**config.mk**
```make
export PLATFORM = sky130hd
export DESIGN_NAME = rom_arbiter
export DESIGN_NICKNAME = d
export VERILOG_FILES = /design/src/rtl/rom_arbiter.sv
export SDC_FILE = /design/constraint.sdc
export NUM_CORES = 1
export LEC_CHECK = 0
export ABC_AREA = 1
export CELL_PAD_IN_SITES_DETAIL_PLACEMENT = 1
export CELL_PAD_IN_SITES_GLOBAL_PLACEMENT = 1
export CORE_MARGIN = 8
export CORE_UTILIZATION = 36
export DETAILED_ROUTE_END_ITERATION = 16
export DONT_BUFFER_PORTS = 1
export PLACE_DENSITY_LB_ADDON = 0.1
export SYNTH_ARGS = -nofsm -noshare
export SYNTH_HDL_FRONTEND = slang
export SYNTH_SLANG_ARGS = --single-unit
```
**constraint.sdc**
```tcl
create_clock -name clk -period 1.25 [get_ports clk]
set_clock_uncertainty 0.2 [all_clocks]
set_input_delay 0.25 -clock clk [delete_from_list [all_inputs] [get_ports clk]]
set_output_delay 0.25 -clock clk [all_outputs]
set_load 0.01 [all_outputs]
```
**src/rtl/rom_arbiter.sv**
```systemverilog
// rom_arbiter: round-robin sharing of one single-port synchronous ROM
// between N requesters. Each requester has a valid/ready request channel
// carrying an address and a valid/ready response channel returning the word.
// Only one ROM read is in flight at a time.
//
//   state | meaning
//   ------+--------------------------------------------------------------
//   IDLE  | waiting for a request; winner gets req_ready combinationally
//   READ  | rom_en high for exactly one cycle, rom_adr stable
//   RESP  | rsp_valid[gnt] high, rsp_dat = rom_dat, until rsp_ready[gnt]

module rom_arbiter #(
    parameter int WIDTH = 8,
    parameter int DEPTH = 4096,
    parameter int N     = 2,
    localparam int AW   = $clog2(DEPTH),
    localparam int IW   = $clog2(N)
) (
    input  logic             clk,
    input  logic             rst,
    input  logic [N-1:0]     req_valid,
    input  logic [N*AW-1:0]  req_adr,
    output logic [N-1:0]     req_ready,
    output logic [N-1:0]     rsp_valid,
    input  logic [N-1:0]     rsp_ready,
    output logic [WIDTH-1:0] rsp_dat,
    output logic             rom_en,
    output logic [AW-1:0]    rom_adr,
    input  logic [WIDTH-1:0] rom_dat
);

    typedef enum logic [1:0] {
        S_IDLE = 2'd0,
        S_READ = 2'd1,
        S_RESP = 2'd2
    } state_t;

    state_t          state;
    logic [IW-1:0]   ptr;
    logic [IW-1:0]   gnt;

    logic            any_req;
    logic [IW-1:0]   winner;
    logic [N-1:0]    winner_oh;
    logic [N-1:0]    gnt_oh;
    logic [AW-1:0]   winner_adr;

    // Round-robin pick: scan from ptr+1 upwards (wrapping), first set bit
    // wins. The loop runs from the farthest candidate (ptr itself) down to
    // the nearest (ptr+1) so the last assignment is the highest priority.
    function automatic logic [IW-1:0] rr_pick(input logic [N-1:0] v,
                                              input logic [IW-1:0] p);
        logic [IW-1:0] pick;
        int            idx;
        pick = '0;
        for (int k = N; k >= 1; k--) begin
            idx = (int'(p) + k) % N;
            if (v[idx]) pick = IW'(idx);
        end
        return pick;
    endfunction

    // Winner selection and one-hot decodes for the grant and request mux.
    always_comb begin
        any_req    = |req_valid;
        winner     = rr_pick(req_valid, ptr);
        winner_oh  = '0;
        winner_oh[winner] = 1'b1;
        gnt_oh     = '0;
        gnt_oh[gnt] = 1'b1;
        winner_adr = req_adr[int'(winner)*AW +: AW];
    end

    // Request acceptance is combinational so the winner sees ready in the
    // same IDLE cycle it is selected.
    always_comb begin
        req_ready = '0;
        if (state == S_IDLE && any_req) req_ready = winner_oh;
    end

    // The ROM output register holds its word while rom_en is low, so the
    // response data can be a straight pass-through.
    always_comb begin
        rsp_dat = rom_dat;
    end

    // Sequencer: one ROM access at a time, registered rom_en / rsp_valid.
    always_ff @(posedge clk) begin
        if (rst) begin
            state     <= S_IDLE;
            ptr       <= IW'(N - 1);
            gnt       <= '0;
            rom_adr   <= '0;
            rom_en    <= 1'b0;
            rsp_valid <= '0;
        end else begin
            case (state)
                S_IDLE: begin
                    if (any_req) begin
                        gnt     <= winner;
                        rom_adr <= winner_adr;
                        rom_en  <= 1'b1;
                        state   <= S_READ;
                    end
                end
                S_READ: begin
                    rom_en    <= 1'b0;
                    ptr       <= gnt;
                    rsp_valid <= gnt_oh;
                    state     <= S_RESP;
                end
                S_RESP: begin
                    if (rsp_ready[gnt]) begin
                        rsp_valid <= '0;
                        state     <= S_IDLE;
                    end
                end
                default: begin
                    rom_en    <= 1'b0;
                    rsp_valid <= '0;
                    state     <= S_IDLE;
                end
            endcase
        end
    end

endmodule

```
Yosys cells after proc, flatten, opt, wreduce, memory -nomap -nowiden. Index checks and enable logic that the tools add are counted.

Register bits after elaboration: 19. Bits in latches: 0. RAM bits: 0. Memory bits (read-only): 0. Input port bits: 38. Memories kept: 0.

$add $sub $neg: 2. Multipliers: 1. Div/mod/pow operators: 0. Magnitude comparators: 6. Equality and inequality tests: 4. Shift operators: 1. Multiplexer cells: 21. Bitwise gates (word level): 4. Reductions and logical operators: 9.

Operators with widths (number): variable part select 24 x 6 -> 12 bit (1); 2-to-1 mux 1 bit (13); one-hot mux 2 bit (3 select lines) (2); AND reduction 2 bit (4); < comparator 2 x 3 -> 1 bit (second input constant) (2); 2-to-1 mux 2 bit (3); < comparator 1 x 2 -> 1 bit (second input constant) (2); != test 2 bit (second input constant) (2); logical AND 1 bit (3); multiplier 1 x 2 -> 3 bit (second input constant) (1); adder 1 bit (second input constant) (2); bitwise AND 1 bit (first input constant) (2); demux 1 bit (select 1 bit) (2); equality test 2 x 1 -> 1 bit (second input constant) (1); equality test 2 bit (second input constant) (1); >= comparator 1 bit (second input constant) (2); zero test 2 bit (1); NOT 1 bit (2); one-hot mux 1 bit (2 select lines) (1); OR reduction 2 bit (1).

Depth between registers and ports, before layout. Gate-level depths: netlist (run 1).

Depth in word-level cells: 12. Gate-level depth with buffers: 7.

Worst setup path before layout (run 1). OpenSTA, ideal clock, no wires.

Path type: register -> output. Start: reg state[0]. End: out req_ready[0]. Data arrival time: 887 ps. Slack: -87 ps. Stages on the path, launching flop included: 5. Path buffers: 1. Cell sequence: dfxtp_1 -> nor2_4 -> o21ai_4 -> buf_8 -> nor2_1.

Cells in the longest elaborated chain, start to end: 3.

Ends and longest elaborated chain: start, declared (RTL line 38) `state_t state;`; start signal, assigned (RTL line 90) `state <= S_IDLE;`; start signal, assigned (RTL line 103) `state <= S_READ;`; start signal, assigned (RTL line 110) `state <= S_RESP;`; zero test 2 bit (RTL line 78) `if (state == S_IDLE && any_req) req_ready = winner_oh;`; logical AND 1 bit (RTL line 78); 2-to-1 mux 2 bit (RTL line 78); end, declared (RTL line 23) `output logic [N-1:0] req_ready,`.

Every way passes these cells.

Worst setup path in the final report (run 1).
Start: reg state[1]. End: out req_ready[0].

Same word-level chain as after synthesis.

==> results of run 1 <==
## what timing repair did
item,4_1_cts,5_1_grt
endpoints found under the setup margin,14,20
endpoints found under the hold margin,19,19
setup buffers,5,4
pin swaps,9,20
resized for setup,52,22
gates cloned,3,0
## metal layers
| layer | global-route usage [%] | up-vias | wire length [um] |
|---|---|---|---|
| met1 | 15.3 | 425 | 1200 |
| li1 | - | 438 | - |
| met5 | 0 | - | 0 |
| met3 | 6.30 | 6 | 319 |
| met4 | 4.26 | 0 | 29 |
| met2 | 24.4 | 37 | 1560 |
## how the worst max path moves through the flow
| stage | depth (start not counted) | from | slack, ps | to |
|---|---|---|---|---|
| after floorplan | 4 | state[0] | -10 | req_ready[0] |
| after global placement | 4 | req_valid[0] | -80 | rom_adr[3] |
| after detailed placement | 4 | req_valid[0] | -100 | rom_adr[3] |
| after CTS | 4 | state[1] | -250 | req_ready[0] |
| after global routing | 4 | state[1] | -310 | req_ready[0] |
| final | 4 | state[1] | -240 | req_ready[0] |
## power by group through the flow
| stage | Clock, mW | Combinational (mW) | Sequential (mW) |
|---|---|---|---|
| after floorplan | 0 | 0.280 | 0.729 |
| after global placement | 0 | 0.275 | 0.743 |
| after detailed placement | 0 | 0.282 | 0.743 |
| after CTS | 0.331 | 0.535 | 0.744 |
| after global routing | 0.346 | 0.580 | 0.752 |
| final | 0.309 | 0.526 | 0.742 |
## cells by family after synthesis
logic type | synth area share, %
simple gates | 32.6
buf+inv | 14.8
compound gates | 14.7
flops | 37.9
## flip-flops by register name (all words and copies together) (netlist names)
register and count:
gnt 1, ptr 1, rom_adr 12, rom_en 1
rsp_valid 2, state 2
## cells in the final DEF (no fill, tap or decap), types with 2 or more instances in the layout
master	n
inv_12	2
nand2_2	9
inv_1	4
nand3_1	14
a21oi_1	2
nand2_4	19
buf_12	3
buf_4	6
dfxtp_2	3
buf_6	3
nand2_1	32
dfxtp_1	15
clkbuf_4	3
nor2_4	4
a21oi_2	16
## per-stage QoR
step | power [mW] | cells | util (%) | cell area (um2) | setup TNS (ps)
floorplan | 1.01 | 139 | - | 1010 | -18.9
global placement | 1.02 | 159 | 36.0 | 975 | -785
detailed placement | 1.03 | 159 | 36.0 | 975 | -921
CTS | 1.61 | 171 | 47.6 | 1290 | -2780
global route | 1.68 | 172 | 49.1 | 1330 | -3960
finish | 1.58 | 172 | 49.1 | 1330 | -2700
## cell type report
type	instances	area, um2	share of cell area (%)
Timing Repair Buffer	12	139	10.4
Multi-Input combinational cell	98	682	51.2
Inverter	7	41.3	3.10
Sequential cell	19	388	29.1
Timing Repair inverter	1	16.3	1.22
Tap cell	31	38.8	2.91
Clock buffer	4	26.3	1.97
==> metrics.cfg, run 1 <==
[timing]
setup_ws_ps = -242
final.min_clock_period_ps = 1490
hold_viol = 19
max_freq_mhz = 670
drv_slew = 0
worst-slew-pin-transition_ps = 222
finalSetupViolCount = 19
finalCritPeriodShare_pct = 119
timing.hold.ws_ps = -201
maxSlewHeadroom_pct = 85.2
rsz0062_at_grt = yes

[worst_setup_path]
crit_top_cell = nor2_4
slowest_stage = dfxtp_2
cp-end-kind = primary output
critical_path_buf_inv_count = 1
worst-path-max-fanout = 2
crit_family = flip-flops
rrSetupSlack_ps = -180
reg2regPathDepth = 8
criticalPathCategory = reg -> out
rr_startpoint = state[1]
cpPeakStageDelay_ps = 350
worst_setup_path_start_kind = flip-flop
path_cells = nor2_4 > buf_6 > o21ai_4 > nor2_4
required_ps = 800
reg2reg_to = rom_adr[3]
worst_ep_arrival_time_ps = 1040

[place]
dpl.hpwl_um = 2090
finalWeightedCongestion = 0.754
io_buffers = 0
place_ws_ps = -95.2

[clock_tree]
clkTransAtPathRegs_ps = 100
cts_root_buf = clkbuf_4
cts_tree = yes
cts.sinks = 19
cts_max_level = 1
clk_path_buf_depth = 2
clock_latency_ps = 290
cts_buffers = 3

[routing]
final_antenna_net_count = 0
routed_wl_um = 3110
drt_iter0_drc = 29
post-route-drc-count = 0
detail_route.wl_per_cell_um = 18.1
drtPass1Iterations = 3
via_per_inst = 5.27
vias = 906

[power]
p_sw_mw = 0.556
power.leakage_nw = 0.618
max-vdd-ir-drop_uv = 630
power-per-cell-area_mw_per_mm2 = 1180
p_comb_share_pct = 33.4
switching_share_pct = 35.3
p_clk_share_pct = 19.6
p_int_mw = 1.02
p_seq_share_pct = 47.0

[layout]
diodes = 0
drive_gt1_share_pct = 51.8
fillCellCount = 335
nets = 180
synthToLayoutAreaGrowth_pct = 32.5

[synth]
synth_commonest_cells = 58 x nand2_1, 19 x dfxtp_1, 15 x nand3_1, 11 x a21oi_2, 9 x buf_4
ys_types = 16
syn_area_mm2 = 0.00100
ys_warn_count = 0
ys_seq_elements = 19
synth_nets = 177
synth_area_leaders = dfxtp_1 38%, nand2_1 22%, a21oi_2 9.6%, nand3_1 7.5%, buf_4 6.7%
synth.most_common_cell = nand2_1
synth-edff-count = 0
ys.flop_type = dfxtp_1
synth-seq-area-share_pct = 37.9
syn_inst = 139
synth_top_cell_by_area = dfxtp_1
syn_area_per_cell_um2 = 7.23
yosys.area.top_type_share_pct = 37.9
async_flop_share_pct = 0

[floorplan]
fp.coreArea_mm2 = 0.00271
initial_core_util_pct = 37.1
rows = 19
die_h_um = 68.8
dieArea_mm2 = 0.00474
die_w_um = 68.8
ios = 63

[grt]
grt_antenna_before_repair = 0
grt_max_degree = 20
grt.overflow.total = 0
grtUsageTotal_pct = 14.2
grt_first_pass_wirelength_um = 5030
first_global_vias = 1035

[worst_hold_path]
hold_end = rsp_valid[1]
min_from = rst
hold_depth = 1
holdCritPathClass = in -> reg

[run_status]
status = finished, violations left
violations = hold timing, setup timing

[job]
drv_cap = 0

Note: power is estimated with default switching activity, not from simulation.
==> inputs of run 2 (changes only) <==
--- a/config.mk
+++ b/config.mk
@@ -12,7 +12,10 @@
 export CORE_UTILIZATION = 36
 export DETAILED_ROUTE_END_ITERATION = 16
 export DONT_BUFFER_PORTS = 1
+export GPL_TIMING_DRIVEN = 0
+export HOLD_SLACK_MARGIN = 0.08
 export PLACE_DENSITY_LB_ADDON = 0.1
+export SLEW_MARGIN = 20
 export SYNTH_ARGS = -nofsm -noshare
 export SYNTH_HDL_FRONTEND = slang
 export SYNTH_SLANG_ARGS = --single-unit
==> run 2 against run 1 <==
The flow finishes with violations (setup timing); global-route usage grew 0.94 points; highest routed layer is now met3; first-iteration DRC count is the same; power grew 3.6%.
==> metrics.cfg, run 2 (same netlist as run 1, synthesis figures left out) <==
[run_status]
status = finished, violations left
violations = setup timing

[floorplan]
die_h_um = 68.8
die_w_um = 68.8
rows = 19
ios = 63
initial_core_util_pct = 37.1
dieArea_mm2 = 0.00474
fp.coreArea_mm2 = 0.00271

[grt]
grt_first_pass_wirelength_um = 5390
grt_antenna_before_repair = 0
grt.overflow.total = 0
grtUsageTotal_pct = 15.1
grt_max_degree = 11
first_global_vias = 1127

[layout]
top_regs = rom_adr: 12 flops, rsp_valid: 2 flops, state: 2 flops
post-route-util_pct = 58.3
max_flop_register = rom_adr
multi_input_area_um2 = 539
fin_area_mm2 = 0.00158
final_common_cell = nand2_1
final_cell_mix = 49 x nand2_1, 28 x dlygate4sd3_1, 18 x buf_4
final_cells = 215
synthToLayoutAreaGrowth_pct = 57.2
seqCellArea_um2 = 387
drive_gt1_share_pct = 35.9
diodes = 0
largest_reg_flops = 12
fillCellCount = 315
nets = 223

[worst_hold_path]
min_from = req_valid[1]
hold_end = rom_adr[9]
hold_depth = 4
holdCritPathClass = in -> reg

[worst_setup_path]
worst_ep_arrival_time_ps = 1120
required_ps = 800
rrSetupSlack_ps = -270
reg2reg_to = rom_adr[8]
criticalPathCategory = reg -> out
reg2regPathDepth = 8
cp-end-kind = primary output
worst-path-max-fanout = 4
rr_startpoint = state[0]
worst_setup_path_start_kind = flip-flop

[routing]
routed_wl_um = 3800
via_per_inst = 5.02
drt_iter0_drc = 29
drtPass1Iterations = 3
final_antenna_net_count = 0
detail_route.wl_per_cell_um = 17.7
post-route-drc-count = 0
vias = 1080

[timing]
maxSlewHeadroom_pct = 72.3
finalCritPeriodShare_pct = 125
drv_slew = 0
setup_ws_ps = -318
worst-slew-pin-transition_ps = 414
rsz0062_at_grt = yes
finalSetupViolCount = 20
hold_viol = 0
max_freq_mhz = 638
finalSetupTns_ps = -3690
final.min_clock_period_ps = 1570

[clock_tree]
clk_path_buf_depth = 2
clkTransAtPathRegs_ps = 110
cts.sinks = 19
clock_latency_ps = 290
cts_buffers = 3
cts_max_level = 1
cts_root_buf = clkbuf_4
cts_tree = yes

[job]
drv_cap = 0

[place]
io_buffers = 0
dpl.hpwl_um = 2310
dp_cells = 170
place_area_mm2 = 0.00105
finalWeightedCongestion = 0.778

[power]
max-vdd-ir-drop_uv = 603
power-per-cell-area_mw_per_mm2 = 1030
power.leakage_nw = 0.700

-- run 2: cell count changes in the layout (fill, tap and decap cells not counted), sizes merged --
cell         delta
clkbuf          +2
dlygate4sd3    +28
inv             -1
buf            +14
-- run 2: repair_timing --
item / CTS / global route
gates resized for setup: 8 / 20
pin swaps: 2 / 7
gates cloned: 0 / 2
setup buffers: 5 / 8
hold endpoints to repair: 16 / 8
setup endpoints to repair: 13 / 18
hold buffers: 26 / 2
-- run 2: metrics by stage --
step / power, mW / worst slack (ps) / hold slack, ps
final: 1.63 / -318 / 19.2
after global routing: 1.73 / -371 / 19.1
after CTS: 1.50 / -323 / 7.14
after detailed placement: 1.08 / -106 / 278
after global placement: 1.07 / -91.0 / 273
after floorplan: 1.01 / -13.5 / 253
-- run 2: metal layers --
layer  GRT usage [%]  part of all wire (%)  up-vias
li1                -                     -      525
met1            15.6                    38      518
met2            28.1                    54       37
met3            6.14                   7.5        0
met4            3.01                     0        0
met5               0                     0        -
-- run 2: worst max path at each step --
stage / slack (ps) / endpoint / start / depth (start not counted)
floorplan: -10 / req_ready[0] / state[0] / 4
global placement: -90 / req_ready[0] / state[0] / 4
detailed placement: -110 / req_ready[1] / ptr / 6
CTS: -320 / req_ready[0] / state[1] / 4
global route: -370 / req_ready[1] / ptr / 6
finish: -320 / req_ready[1] / ptr / 6
-- run 2: power by group --
group | internal, mW | switching, mW
Clock | 0.124 | 0.188
Combinational | 0.308 | 0.278
Sequential | 0.664 | 0.0708
-- run 2: critical path, cell delays in order, from the launching register on --
cell	delay, ps
dfxtp_2	350
nand2_4	90
nand2_4	70
buf_6	130
inv_4	60
nand2_2	60
inv_2	70
-- run 2: final cells by class --
class	instances	area share [%]
Timing Repair Buffer	42	27.6
Buffer	14	7.53
Tap cell	31	2.46
Multi-Input combinational cell	98	34.2
Clock buffer	4	1.66
Sequential cell	19	24.5
Inverter	7	2.14
==> inputs of run 3 (changes only) <==
--- a/config.mk
+++ b/config.mk
@@ -8,13 +8,14 @@
 export ABC_AREA = 1
 export CELL_PAD_IN_SITES_DETAIL_PLACEMENT = 1
 export CELL_PAD_IN_SITES_GLOBAL_PLACEMENT = 1
-export CORE_MARGIN = 8
 export CORE_UTILIZATION = 36
+export CTS_CLUSTER_DIAMETER = 50
 export DETAILED_ROUTE_END_ITERATION = 16
 export DONT_BUFFER_PORTS = 1
 export GPL_TIMING_DRIVEN = 0
 export HOLD_SLACK_MARGIN = 0.08
 export PLACE_DENSITY_LB_ADDON = 0.1
+export SETUP_SLACK_MARGIN = 0.3
 export SLEW_MARGIN = 20
 export SYNTH_ARGS = -nofsm -noshare
 export SYNTH_HDL_FRONTEND = slang
==> run 3 against run 2 <==
The run ends with hold timing, setup timing left; count of clock-buffer cells in the layout fell by 1; clock power grew 2%; maximum frequency is 0.42% lower; cell count is 13% lower; combinational power fell by 19%; worst hold slack got worse by 58 ps; register-to-register slack improved by 100 ps; setup slack lost 6.6 ps; global-route usage up 4.8 points; sequential cell count did not move; critical path depth is 2 lower; critical path type unchanged.
==> metrics.cfg, run 3 (same netlist as run 1, synthesis figures left out) <==
[layout]
top_regs = rom_adr: 12 flops, rsp_valid: 2 flops, state: 2 flops
diodes = 0
max_flop_register = rom_adr
post-route-util_pct = 52.1
nets = 196
final_common_cell = nand2_1
drive_gt1_share_pct = 56.7
final_cell_mix = 48 x nand2_1, 20 x buf_4, 15 x a21oi_2
synthToLayoutAreaGrowth_pct = 33.2
largest_reg_flops = 12

[routing]
detail_route.wl_per_cell_um = 15.1
post-route-drc-count = 0
drt_iter0_drc = 4
routed_wl_um = 2820
via_per_inst = 5.05
final_antenna_net_count = 0
vias = 945
drtPass1Iterations = 2

[power]
power.leakage_nw = 0.582
power-per-cell-area_mw_per_mm2 = 1140
max-vdd-ir-drop_uv = 600
total_power_mw = 1.53

[timing]
max_freq_mhz = 635
rsz0062_at_grt = yes
drv_slew = 0
final.min_clock_period_ps = 1570
maxSlewHeadroom_pct = 81.4
finalSetupViolCount = 21
timing.hold.ws_ps = -39.0
setup_ws_ps = -324
worst-slew-pin-transition_ps = 278
finalCritPeriodShare_pct = 126
hold_viol = 11

[grt]
grt_max_degree = 12
grt.overflow.total = 0
grtUsageTotal_pct = 19.9
grt_antenna_before_repair = 0
grt_first_pass_wirelength_um = 4060
first_global_vias = 929

[worst_setup_path]
worst-path-max-fanout = 2
slowest_stage = dfxtp_4
worst_ep_arrival_time_ps = 1120
worst_setup_path_start_kind = flip-flop
required_ps = 800
cpPeakStageDelay_ps = 370
path_cells = nor2_4 > o21ai_4 > buf_8 > nor2_4
criticalPathCategory = reg -> out
cp-end-kind = primary output
crit_top_cell = nor2_4

[clock_tree]
clock_latency_ps = 310
clk_path_buf_depth = 2
cts_buffers = 3
cts_tree = yes
cts_root_buf = clkbuf_4
cts_max_level = 1
cts.sinks = 19
clkTransAtPathRegs_ps = 120

[worst_hold_path]
holdCritPathClass = in -> reg

[floorplan]
rows = 18
fp.coreArea_mm2 = 0.00257
die_h_um = 54.8
ios = 63
initial_core_util_pct = 39.1
die_w_um = 54.8
dieArea_mm2 = 0.00301

[place]
io_buffers = 0
dpl.hpwl_um = 1950
finalWeightedCongestion = 0.654

[job]
drv_cap = 0

[run_status]
violations = hold timing, setup timing
status = finished, violations left

-- run 3: metrics by stage --
step	hold slack (ps)	TNS, ps	instances	area [um2]	setup slack, ps
final	-39.0	-2990	187	1340	-324
after global routing	-32.4	-4080	187	1340	-374
after CTS	-40.3	-2040	182	1210	-328
after detailed placement	285	-777	169	1050	-132
after global placement	276	-441	169	1050	-112
after floorplan	253	-13.3	139	1020	-13.3
-- run 3: path summary, 6_finish.rpt --
check | startpoint | endpoint | cells past startpoint | slack, ps
min reg2reg | rom_adr[11] | rom_adr[11] | 2 | 300
max reg2reg | state[0] | rom_adr[6] | 7 | -170
min | req_adr[3] | rom_adr[3] | 4 | -40
max | state[0] | req_ready[0] | 4 | -320
-- run 3: layout make-up --
cell class | instances | area, um2
fill | 313 | 1230
multi-input combinational | 98 | 553
sequential | 19 | 430
buffer | 15 | 130
timing repair buffer | 14 | 124
tap | 30 | 37.5
inverter | 7 | 36.3
clock buffer | 3 | 22.5
clock inverter | 1 | 5.00
-- run 3: power breakdown --
group          internal [mW]  total [mW]  leakage [nW]  switching [mW]
Sequential             0.667       0.735         0.166          0.0678
Clock                  0.119       0.319        0.0177           0.200
Combinational          0.222       0.474         0.398           0.252
Total                   1.01        1.53         0.582           0.520
-- run 3: critical path: cells and delay by family (launching register included) --
kind | cells | cell delay (ps)
flops | 1 | 370
simple gates | 2 | 240
buf+inv | 1 | 120
compound gates | 1 | 80
-- run 3: layer usage --
metal / vias to the layer above / global-route usage (%) / share of wire [%]
li1: 470 / - / -
met4: 0 / 7.69 / 1.6
met2: 35 / 37.6 / 55
met3: 4 / 4.44 / 4.9
met1: 436 / 20.8 / 39
met5: - / 0 / 0
-- run 3: what timing repair did --
action                     4_1_cts  5_1_grt
setup endpoints to repair       36       36
pin swaps                        6        8
buffers inserted                 9        5
hold endpoints to repair        16       14
resized for setup               27       32
